File: config.mk
export PLATFORM = sky130hd
export DESIGN_NAME = sha_round_seq_flat
export DESIGN_NICKNAME = d
export VERILOG_FILES = /design/src/rtl/sha_round_seq_pkg.sv /design/src/rtl/sha_round_seq_if.sv /design/src/rtl/sha_round_seq_cnt.sv /design/src/rtl/sha_round_seq.sv /design/src/flat_wrapper.sv
export SDC_FILE = /design/constraint.sdc
export NUM_CORES = 1
export LEC_CHECK = 0
export ABC_AREA = 1
export CORE_MARGIN = 4
export CORE_UTILIZATION = 40
export CTS_CLUSTER_SIZE = 24
export DETAILED_ROUTE_END_ITERATION = 16
export GPL_ROUTABILITY_DRIVEN = 0
export PLACE_DENSITY = 0.78
export SKIP_LAST_GASP = 1
export SYNTH_ARGS = -nofsm -noshare
export SYNTH_HDL_FRONTEND = slang
export SYNTH_SLANG_ARGS = --single-unit
export TNS_END_PERCENT = 100
File: constraint.sdc
create_clock -name clk -period 5 [get_ports clk]
set_clock_uncertainty 0.1 [all_clocks]
set_input_delay 1 -clock clk [delete_from_list [all_inputs] [get_ports clk]]
set_output_delay 1 -clock clk [all_outputs]
set_load 0.02 [all_outputs]
File: src/rtl/sha_round_seq_pkg.sv
// Shared types and default constants for the SHA round sequencer.
package sha_seq_pkg;

  localparam int unsigned CNT_W_DEF     = 7;
  localparam int unsigned ROUNDS_M0_DEF = 64;
  localparam int unsigned ROUNDS_M1_DEF = 80;
  localparam int unsigned MSG_WORDS_DEF = 16;

  typedef enum logic [2:0] {
    IDLE  = 3'd0,
    LOAD  = 3'd1,
    RUN   = 3'd2,
    FINAL = 3'd3,
    DONE  = 3'd4
  } state_e;

endpackage

File: src/rtl/sha_round_seq_if.sv
// Control/status bundle between the host FSM, the round sequencer and the datapath.
interface sha_round_seq_if #(
  parameter int unsigned CNT_W = sha_seq_pkg::CNT_W_DEF
) ();

  logic             start;
  logic             mode;
  logic             adv;
  logic             abort;
  logic             busy;
  logic             mode_q;
  logic [CNT_W-1:0] round;
  logic             round_first;
  logic             round_last;
  logic             msg_sel;
  logic             load_init;
  logic             round_en;
  logic             hash_upd;
  logic             done;

  modport master (
    output start, mode, adv, abort,
    input  busy, mode_q, round, round_first, round_last, msg_sel,
           load_init, round_en, hash_upd, done
  );

  modport slave (
    input  start, mode, adv, abort,
    output busy, mode_q, round, round_first, round_last, msg_sel,
           load_init, round_en, hash_upd, done
  );

endinterface

File: src/rtl/sha_round_seq_cnt.sv
// Round index counter with clear/enable and terminal-count compare against a runtime limit.
module sha_round_cnt #(
  parameter int unsigned CNT_W = 7
) (
  input  logic             clk,
  input  logic             rst,
  input  logic             clr,
  input  logic             en,
  input  logic [CNT_W-1:0] limit,
  output logic [CNT_W-1:0] cnt,
  output logic [CNT_W-1:0] cnt_nxt_c,
  output logic             tc_c,
  output logic             tc_nxt_c
);

  // Clear has priority so leaving RUN always parks the index at zero.
  always_comb begin
    cnt_nxt_c = cnt;
    if (clr) begin
      cnt_nxt_c = '0;
    end else if (en) begin
      cnt_nxt_c = cnt + CNT_W'(1);
    end
  end

  assign tc_c     = (cnt == limit);
  assign tc_nxt_c = (cnt_nxt_c == limit);

  always_ff @(posedge clk) begin
    if (rst) begin
      cnt <= '0;
    end else begin
      cnt <= cnt_nxt_c;
    end
  end

endmodule

File: src/rtl/sha_round_seq.sv
// Start/done handshaked round sequencer: drives round index, flags and datapath strobes.
module sha_round_seq
  import sha_seq_pkg::*;
#(
  parameter int unsigned CNT_W     = CNT_W_DEF,
  parameter int unsigned ROUNDS_M0 = ROUNDS_M0_DEF,
  parameter int unsigned ROUNDS_M1 = ROUNDS_M1_DEF,
  parameter int unsigned MSG_WORDS = MSG_WORDS_DEF
) (
  input logic           clk,
  input logic           rst,
  sha_round_seq_if.slave bus
);

  if ((64'(ROUNDS_M1) > (64'd1 << CNT_W)) || (64'(ROUNDS_M0) > (64'd1 << CNT_W))) begin : g_cnt_w_chk
    $error("sha_round_seq: CNT_W too narrow for the configured round counts");
  end

  state_e           state;
  state_e           state_nxt;
  logic             cnt_clr;
  logic             cnt_en;
  logic [CNT_W-1:0] limit;
  logic [CNT_W-1:0] round_nxt;
  logic             tc;
  logic             tc_nxt;

  assign limit = bus.mode_q ? CNT_W'(ROUNDS_M1 - 1) : CNT_W'(ROUNDS_M0 - 1);

  sha_round_cnt #(
    .CNT_W (CNT_W)
  ) u_cnt (
    .clk       (clk),
    .rst       (rst),
    .clr       (cnt_clr),
    .en        (cnt_en),
    .limit     (limit),
    .cnt       (bus.round),
    .cnt_nxt_c (round_nxt),
    .tc_c      (tc),
    .tc_nxt_c  (tc_nxt)
  );

  // Next-state and counter control; abort overrides every transition, including start in IDLE.
  always_comb begin
    state_nxt = state;
    cnt_clr   = 1'b0;
    cnt_en    = 1'b0;
    case (state)
      IDLE:    if (bus.start) state_nxt = LOAD;
      LOAD:    state_nxt = RUN;
      RUN: begin
        if (bus.adv) begin
          if (tc) state_nxt = FINAL;
          else    cnt_en    = 1'b1;
        end
      end
      FINAL:   state_nxt = DONE;
      DONE:    state_nxt = IDLE;
      default: state_nxt = IDLE;
    endcase
    if (bus.abort) state_nxt = IDLE;
    if (state == IDLE || state_nxt == IDLE) begin
      cnt_clr = 1'b1;
      cnt_en  = 1'b0;
    end
  end

  // Flags and strobes are registered from the next state so they line up with the registered index.
  always_ff @(posedge clk) begin
    if (rst) begin
      state           <= IDLE;
      bus.mode_q      <= 1'b0;
      bus.busy        <= 1'b0;
      bus.load_init   <= 1'b0;
      bus.round_first <= 1'b0;
      bus.round_last  <= 1'b0;
      bus.msg_sel     <= 1'b0;
      bus.hash_upd    <= 1'b0;
      bus.done        <= 1'b0;
    end else begin
      state <= state_nxt;
      if (state == IDLE && state_nxt == LOAD) bus.mode_q <= bus.mode;
      bus.busy        <= (state_nxt != IDLE);
      bus.load_init   <= (state_nxt == LOAD);
      bus.round_first <= (state_nxt == RUN) && (round_nxt == '0);
      bus.round_last  <= (state_nxt == RUN) && tc_nxt;
      bus.msg_sel     <= (state_nxt == RUN) && (32'(round_nxt) < MSG_WORDS);
      bus.hash_upd    <= (state_nxt == FINAL);
      bus.done        <= (state_nxt == DONE);
    end
  end

  // Must follow adv within the same cycle, so it is decoded rather than registered.
  assign bus.round_en = (state == RUN) && bus.adv;

endmodule

File: src/flat_wrapper.sv
// flat-port wrapper written by rule: the top's interface ports become plain ports
module sha_round_seq_flat import sha_seq_pkg::*;
#(
  parameter int unsigned CNT_W     = CNT_W_DEF,
  parameter int unsigned ROUNDS_M0 = ROUNDS_M0_DEF,
  parameter int unsigned ROUNDS_M1 = ROUNDS_M1_DEF,
  parameter int unsigned MSG_WORDS = MSG_WORDS_DEF
)
  (clk, rst, bus_start, bus_mode, bus_adv, bus_abort, bus_busy, bus_mode_q, bus_round, bus_round_first, bus_round_last, bus_msg_sel, bus_load_init, bus_round_en, bus_hash_upd, bus_done);
  sha_round_seq_if #(.CNT_W(CNT_W)) bus_i ();
  input logic clk;
  input logic rst;
  input wire logic [$bits(bus_i.start)-1:0] bus_start;
  input wire logic [$bits(bus_i.mode)-1:0] bus_mode;
  input wire logic [$bits(bus_i.adv)-1:0] bus_adv;
  input wire logic [$bits(bus_i.abort)-1:0] bus_abort;
  output wire logic [$bits(bus_i.busy)-1:0] bus_busy;
  output wire logic [$bits(bus_i.mode_q)-1:0] bus_mode_q;
  output wire logic [$bits(bus_i.round)-1:0] bus_round;
  output wire logic [$bits(bus_i.round_first)-1:0] bus_round_first;
  output wire logic [$bits(bus_i.round_last)-1:0] bus_round_last;
  output wire logic [$bits(bus_i.msg_sel)-1:0] bus_msg_sel;
  output wire logic [$bits(bus_i.load_init)-1:0] bus_load_init;
  output wire logic [$bits(bus_i.round_en)-1:0] bus_round_en;
  output wire logic [$bits(bus_i.hash_upd)-1:0] bus_hash_upd;
  output wire logic [$bits(bus_i.done)-1:0] bus_done;
  assign bus_i.start = bus_start;
  assign bus_i.mode = bus_mode;
  assign bus_i.adv = bus_adv;
  assign bus_i.abort = bus_abort;
  assign bus_busy = bus_i.busy;
  assign bus_mode_q = bus_i.mode_q;
  assign bus_round = bus_i.round;
  assign bus_round_first = bus_i.round_first;
  assign bus_round_last = bus_i.round_last;
  assign bus_msg_sel = bus_i.msg_sel;
  assign bus_load_init = bus_i.load_init;
  assign bus_round_en = bus_i.round_en;
  assign bus_hash_upd = bus_i.hash_upd;
  assign bus_done = bus_i.done;
  sha_round_seq #(.CNT_W(CNT_W), .ROUNDS_M0(ROUNDS_M0), .ROUNDS_M1(ROUNDS_M1), .MSG_WORDS(MSG_WORDS)) u_core (.clk(clk), .rst(rst), .bus(bus_i));
endmodule
==> flow_metrics.tcl <==
set metrics [dict create \
    outcome "complete, no violations" \
    clockBufferDepth 2 \
    clock_latency_ns 0.29 \
    die_w_um 56.3 \
    r2r_cells 11 \
    drt-total-wl_um 2050 \
    synthMuxAreaShare 0 \
    r2r-start "u_core.u_cnt.cnt[0]$_SDFF_PP0_" \
    finalHoldViolations 0 \
    ctsHtreeMaxLevel 1 \
    fp-row-count 17 \
    syn_avg_cell_area_um2 7.24 \
    drtPass1Iterations 5 \
    cts_tree "built" \
    ys_seq_elements 18 \
    synthSimpleGateAreaFrac 0.436 \
    grt_pass1_vias 869 \
    fin_crit_sh 0.715 \
    grt_remaining_overflow 0 \
    dr.first_iter.drc_count 22 \
    antenna_found_initial 0 \
    post_cts_buffers 0 \
    antenna_cells 0 \
    vias_per_cell 4.87 \
    ys_types 24 \
    clk_pin_slew_worst_paths_ns 0.10 \
    grt.total_usage 0.140 \
    synth-async-reset-ratio 0 \
    power_w 0.000238 \
    cp-endpoint "bus_round_en" \
    yosysWarnings 0 \
    cp_cell_sequence "clkdlybuf4s50_1, nand2_2, nor3_4, clkdlybuf4s50_1" \
    cp.required_ns 3.90 \
    timing.fmax_mhz 280 \
    fp.dieArea_um2 3170 \
    final.min_clock_period_ns 3.58 \
    tns_ns 0 \
    syn_inst 129 \
    maxCapViolations 0 \
    dp_hpwl_um 1640 \
    cp_top_family "buffers and inverters" \
    layout_common_cells "38 x nand2_1, 21 x clkdlybuf4s50_1, 19 x nor2_1" \
    slew_headroom 0.713 \
    synth_fa_ha_area_frac 0.0134 \
    slowest_stage "clkdlybuf4s50_1" \
    syn_nets 136 \
    cts_root_buf "clkbuf_4" \
    synth-edff-count 0 \
    worst_pin_slew_ns 0.430 \
    cts_num_sinks 18 \
    floorplan.initialDensity 0.422 \
    drc 0 \
    numCtsBuffers 3 \
    drive_above_1_share 0.132 \
    ios 22 \
    grt_max_degree 14 \
    critPathArrivalTime_ns 2.48 \
    power_density_nw_per_um2 199 \
    cp.depth 4 \
    r2r-end "u_core.bus.round_first$_SDFF_PP0_" \
    port_buffers 21 \
    num_vias 876 \
    grt_pass1_wl_um 3660 \
    synth_xor_xnor_area_share 0.0282 \
    worst_path_most_repeated_cell "clkdlybuf4s50_1" \
    fin_ws_ns 1.42 \
    finalMaxSlewViolations 0 \
    antenna_left 0 \
    p_leak_nw 0.491 \
    synth_top_family_by_area "simple AND/OR/NAND/NOR gates" \
    finalNetCount 161 \
    slowest_delay_ns 0.67 \
    cp-startpoint "bus_adv" \
    core_area_um2 2210 \
    dp_slack_ns 1.42 \
    synth_compound_area_frac 0.0710 \
    critPathMaxFanout 5 \
    final_common_cell "nand2_1" \
    setup_viol 0 \
    end_kind "primary output" \
    ir_drop_mv 0.184 \
    yosysSeqAreaShare 0.386 \
    synth-main-ff-cell "dfxtp_1" \
    start_kind "primary input" \
    cts-resized-gates 0 \
    hp-class "flop to flop" \
    die_h_um 56.3 \
    wl_per_cell_um 11.4 \
    cts_hold_buf 0 \
    reg2reg_slack_ns 3.15 \
    path_class "primary input to primary output" \
    area_growth_syn_to_layout_pct 28.3 \
    critPathBufInv 2 \
    syn_area_um2 933 \
    rsz0062_at_grt "false" \
]
logic make-up after synthesis:
logic type      Yosys count
fa+ha+maj                 1
flops                    18
simple gates             82
compound gates           10
xor+xnor                  3
buf+inv                  15
state kept, by name, indices dropped and copies added (netlist names):
register and count:
u_core.bus.round_first 1, u_core.bus.load_init 1, u_core.bus.round_last 1, u_core.u_cnt.cnt 7, u_core.state 3, u_core.bus.msg_sel 1
u_core.bus.busy 1, u_core.bus.done 1, u_core.bus.mode_q 1, u_core.bus.hash_upd 1
stage by stage:
| stage | cells | util | hold slack, ns | cell area [um^2] |
|---|---|---|---|---|
| final | 180 | 0.541 | 0.442 | 1200 |
| after global routing | 180 | 0.541 | 0.492 | 1200 |
| after CTS | 180 | 0.541 | 0.445 | 1200 |
| after detailed placement | 177 | 0.531 | 0.430 | 1170 |
| after global placement | 177 | 0.531 | 0.440 | 1170 |
| after floorplan | 129 | - | 0.394 | 933 |
cells in the mapped netlist (2+ instances only):
cell type | number | area share
a21oi_1 | 5 | 0.027
a21oi_2 | 2 | 0.019
dfxtp_1 | 18 | 0.39
inv_1 | 12 | 0.048
nand2_1 | 38 | 0.15
nand2_2 | 3 | 0.020
nand2_4 | 2 | 0.024
nand3_1 | 8 | 0.043
nand4_1 | 4 | 0.027
nor2_1 | 19 | 0.076
nor2_2 | 2 | 0.013
nor2_4 | 2 | 0.024
xor2_1 | 3 | 0.028
power by group:
| group | switching [W] | internal [W] |
|---|---|---|
| combinational | 0.0000120 | 0.00000918 |
| clock | 0.0000417 | 0.0000280 |
| sequential | 0.00000171 | 0.000146 |
routing by layer:
layer | part of all wire | track usage | vias up
met4 | 0.019 | 0.0610 | 0
met2 | 0.46 | 0.235 | 16
met5 | 0 | 0 | -
met1 | 0.48 | 0.177 | 400
met3 | 0.032 | 0.0207 | 5
li1 | - | - | 455
area by class of cell:
| class | count | area [um^2] |
|---|---|---|
| clock buffers | 3 | 22.5 |
| fillers | 216 | 1010 |
| inverters | 14 | 57.6 |
| multi-input cells | 96 | 512 |
| flip-flops and latches | 18 | 360 |
| well taps | 28 | 35.0 |
| repair buffers | 21 | 210 |
worst min path at each step:
stage	from	endpoint	slack, ns	cells after the start
after detailed placement	u_core.state[1]$_SDFF_PP0_	u_core.state[2]$_SDFF_PP0_	0.43	2
after global routing	u_core.state[1]$_SDFF_PP0_	u_core.state[2]$_SDFF_PP0_	0.49	2
after floorplan	u_core.state[1]$_SDFF_PP0_	u_core.bus.done$_SDFF_PP0_	0.39	2
after global placement	u_core.state[1]$_SDFF_PP0_	u_core.state[2]$_SDFF_PP0_	0.44	2
final	u_core.state[1]$_SDFF_PP0_	u_core.state[2]$_SDFF_PP0_	0.44	2
after CTS	u_core.state[1]$_SDFF_PP0_	u_core.state[2]$_SDFF_PP0_	0.45	2
worst min-delay path, cell delays in order (launching register included):
cell and delay [ns]:
dfxtp_1 0.36, nand3_1 0.11, nor2_1 0.04
(Power assumes the default switching activity.)
==> RTL edit: new RTL, same flow settings <==
Make the reset (`rst`) asynchronous in 2 clocked blocks.
--- a/src/rtl/sha_round_seq_cnt.sv
+++ b/src/rtl/sha_round_seq_cnt.sv
@@ -26,7 +26,7 @@
   assign tc_c     = (cnt == limit);
   assign tc_nxt_c = (cnt_nxt_c == limit);
 
-  always_ff @(posedge clk) begin
+  always_ff @(posedge clk or posedge rst) begin
     if (rst) begin
       cnt <= '0;
     end else begin
--- a/src/rtl/sha_round_seq.sv
+++ b/src/rtl/sha_round_seq.sv
@@ -67,7 +67,7 @@
   end
 
   // Flags and strobes are registered from the next state so they line up with the registered index.
-  always_ff @(posedge clk) begin
+  always_ff @(posedge clk or posedge rst) begin
     if (rst) begin
       state           <= IDLE;
       bus.mode_q      <= 1'b0;
Function: differs if rst is asserted again (counterexample within 4 cycles, from zero or initial values and one cycle with rst high); with rst held inactive, the same outputs for 10 cycles.
==> RTL edit against the original RTL <==
Synthesized area increased by 7.6%. Routed wire length rose by 10%. Non-clock buffer count did not move. Global-route usage rose by 0.26 points. Cell area increased by 7.4%. Synthesized cell count fell by 3.1%. Worst hold slack gained 0.064 ns. Sequential cell count did not move. Setup slack improved by 0.026 ns. Register-to-register slack lost 0.13 ns. Final cell count is 1.1% lower. Critical path type unchanged. Critical endpoint unchanged. Highest routed layer unchanged.
Power is not compared: it rests on default switching activity, and its combinational part moved more than twofold at a synthesized area within 25%.
==> RTL edit: results (changes against the original RTL) <==
Final layout
  • Layout cells sized above 1: 12.7% (was 13.2%)
  • Regs by FF count: u_core.u_cnt.cnt (7), u_core.state (3) (unchanged)
  • Diodes inserted: 0 (unchanged)
  • Largest register by flop count: u_core.u_cnt.cnt (unchanged)
  • Nets: 158 (was 161)

Clock network
  • CTS root buffer: clkbuf_4 (unchanged)
  • Cts bufs inserted: 3 (unchanged)
  • Clk buf depth: 2 (unchanged)
  • H-tree Lvls: 1 (unchanged)
  • CTS resizes: 0 (unchanged)
  • Worst-Skew Late Latency: approximately 0.30 ns
  • Worst-path clk slew: 0.11 ns
  • Setup Buffers After CTS: 0 (unchanged)

Setup path
  • R2r setup slk: 3.02 ns (was 3.15 ns)
  • Critical path's slowest cell: clkdlybuf4s50_1 (unchanged)
  • Worst EP arrival: 2.45 ns (was 2.48 ns)
  • Reg2Reg Capture Point: u_core.bus.round_last (was u_core.bus.round_first)
  • Worst reg2reg path depth: 11 (unchanged)
  • Critical R2R Launch: u_core.u_cnt.cnt[0] (unchanged)
  • Crit-path max cell delay: 0.67 ns (about the same)
  • Worst Setup SP: bus_adv (unchanged)
  • Crit Path Max Fanout: 7 (was 5)
  • CP top delay family: buffers and inverters (unchanged)

Yosys
  • Asr flop ratio synth: 100% (was 0%)
  • Net Count, Synth: 132 (was 136)
  • Seq/Total Area, Yosys: 44.8% (was 38.6%)
  • Netlist cell types: 20 (was 24)
  • Commonest cells in the netlist: nand2_1, inv_1, dfrtp_1 (was nand2_1, nor2_1, dfxtp_1)
  • Synth top area cells: dfrtp_1, nand2_1, inv_1 (was dfxtp_1, nand2_1, nor2_1)
  • Yosys warnings: 0 (unchanged)

Min path
  • Hold_sp: u_core.state[1] (unchanged)
  • HP Class: flip-flop to flip-flop (unchanged)
  • Hold Path End: u_core.bus.done (was u_core.state[2])
  • Hold Path Stages: 2 (unchanged)

Power
  • Max VDD drop: approximately 0.00015 V
  • Leak: 0.643 nW
  • NetSw: ~79 uW

Routing
  • Initial DRC Count: 46 (was 22)
  • Wire length after detailed routing: 2260 um (was 2050 um)
  • DR pass1 iterations: 5 (unchanged)
  • Routed via count: 876 (unchanged)

Place
  • Detailed placement HPWL: 1770 um (was 1640 um)
  • DP Worst Slack: 1.45 ns (was 1.42 ns)
  • I/O Buffers: 21 (unchanged)

Timing
  • Worst slew pin tran: 0.694 ns (was 0.430 ns)

Global routing
  • Largest net degree at the start of global routing: 19 (was 14)
  • First-pass GRT wire length: 3750 um (was 3660 um)
  • Vias in the first global route: 871 (was 869)
  • Antenna violations before repair: 0 (unchanged)
  • All-Layer GR Usage: 14.3% (was 14.0%)

Status
  • Result of the run: finished, final reports clean (unchanged)
[RTL edit: cell types whose count changed after synthesis, moves of 2 or more]
cell,delta
inv_1,+10
nand4_1,+2
a21oi_1,-4
o21ai_0,+2
nand2_4,-2
dfrtp_1,+18
nor2_1,-9
dfxtp_1,-18
[RTL edit: cells by family after synthesis]
group           Yosys count  synth area share [%]
compound gates            7                  4.73
flops                    18                  44.8
fa+ha+maj                 1                  1.25
simple gates             73                  38.0
buf+inv                  23                  8.59
xor+xnor                  3                  2.62
[RTL edit: final cells by class]
type	count	area (um2)
clock buffer	4	36.3
fill	213	1010
inverter	23	86.3
multi-input combinational	84	468
sequential	18	450
tap	28	35.0
timing repair buffer	21	210
[RTL edit: tightest hold or removal path: stages (launching register included)]
cell,delay (ns)
dfrtp_1,0.41
nand2_1,0.12
nor2_1,0.05
[RTL edit: worst max path at each step]
stage	cells after the start	to	slack, ns
after floorplan	2	bus_round_en	2.51
after global placement	4	bus_round_en	1.47
after detailed placement	4	bus_round_en	1.45
after CTS	4	bus_round_en	1.45
after global routing	4	bus_round_en	1.38
final	4	bus_round_en	1.45
[RTL edit: power by group through the flow]
| stage | clock network [mW] | logic (mW) | registers (mW) |
|---|---|---|---|
| floorplan | 0 | 0.0209 | 0.165 |
| global placement | 0 | 0.0470 | 0.159 |
| detailed placement | 0 | 0.0475 | 0.159 |
| CTS | 0.0933 | 0.0476 | 0.156 |
| global route | 0.0985 | 0.0514 | 0.157 |
| finish | 0.0908 | 0.0470 | 0.156 |
[RTL edit: layer usage]
metal	vias up	wire length, um	share of wire [%]	global-route usage [%]
met1	406	1020	45	18.7
met3	6	92	4.1	0.668
met4	0	76	3.4	8.94
met5	-	0	0	0
li1	441	-	-	-
met2	23	1060	47	23.1
[RTL edit: stage by stage]
stage | util (%) | instances | hold WS, ns | instance area, um2
after global routing | 56.0 | 178 | 0.544 | 1290
after CTS | 56.0 | 178 | 0.507 | 1290
after detailed placement | 54.4 | 174 | 0.489 | 1250
final | 56.0 | 178 | 0.506 | 1290
after floorplan | - | 125 | 0.447 | 1000
after global placement | 54.4 | 174 | 0.483 | 1250
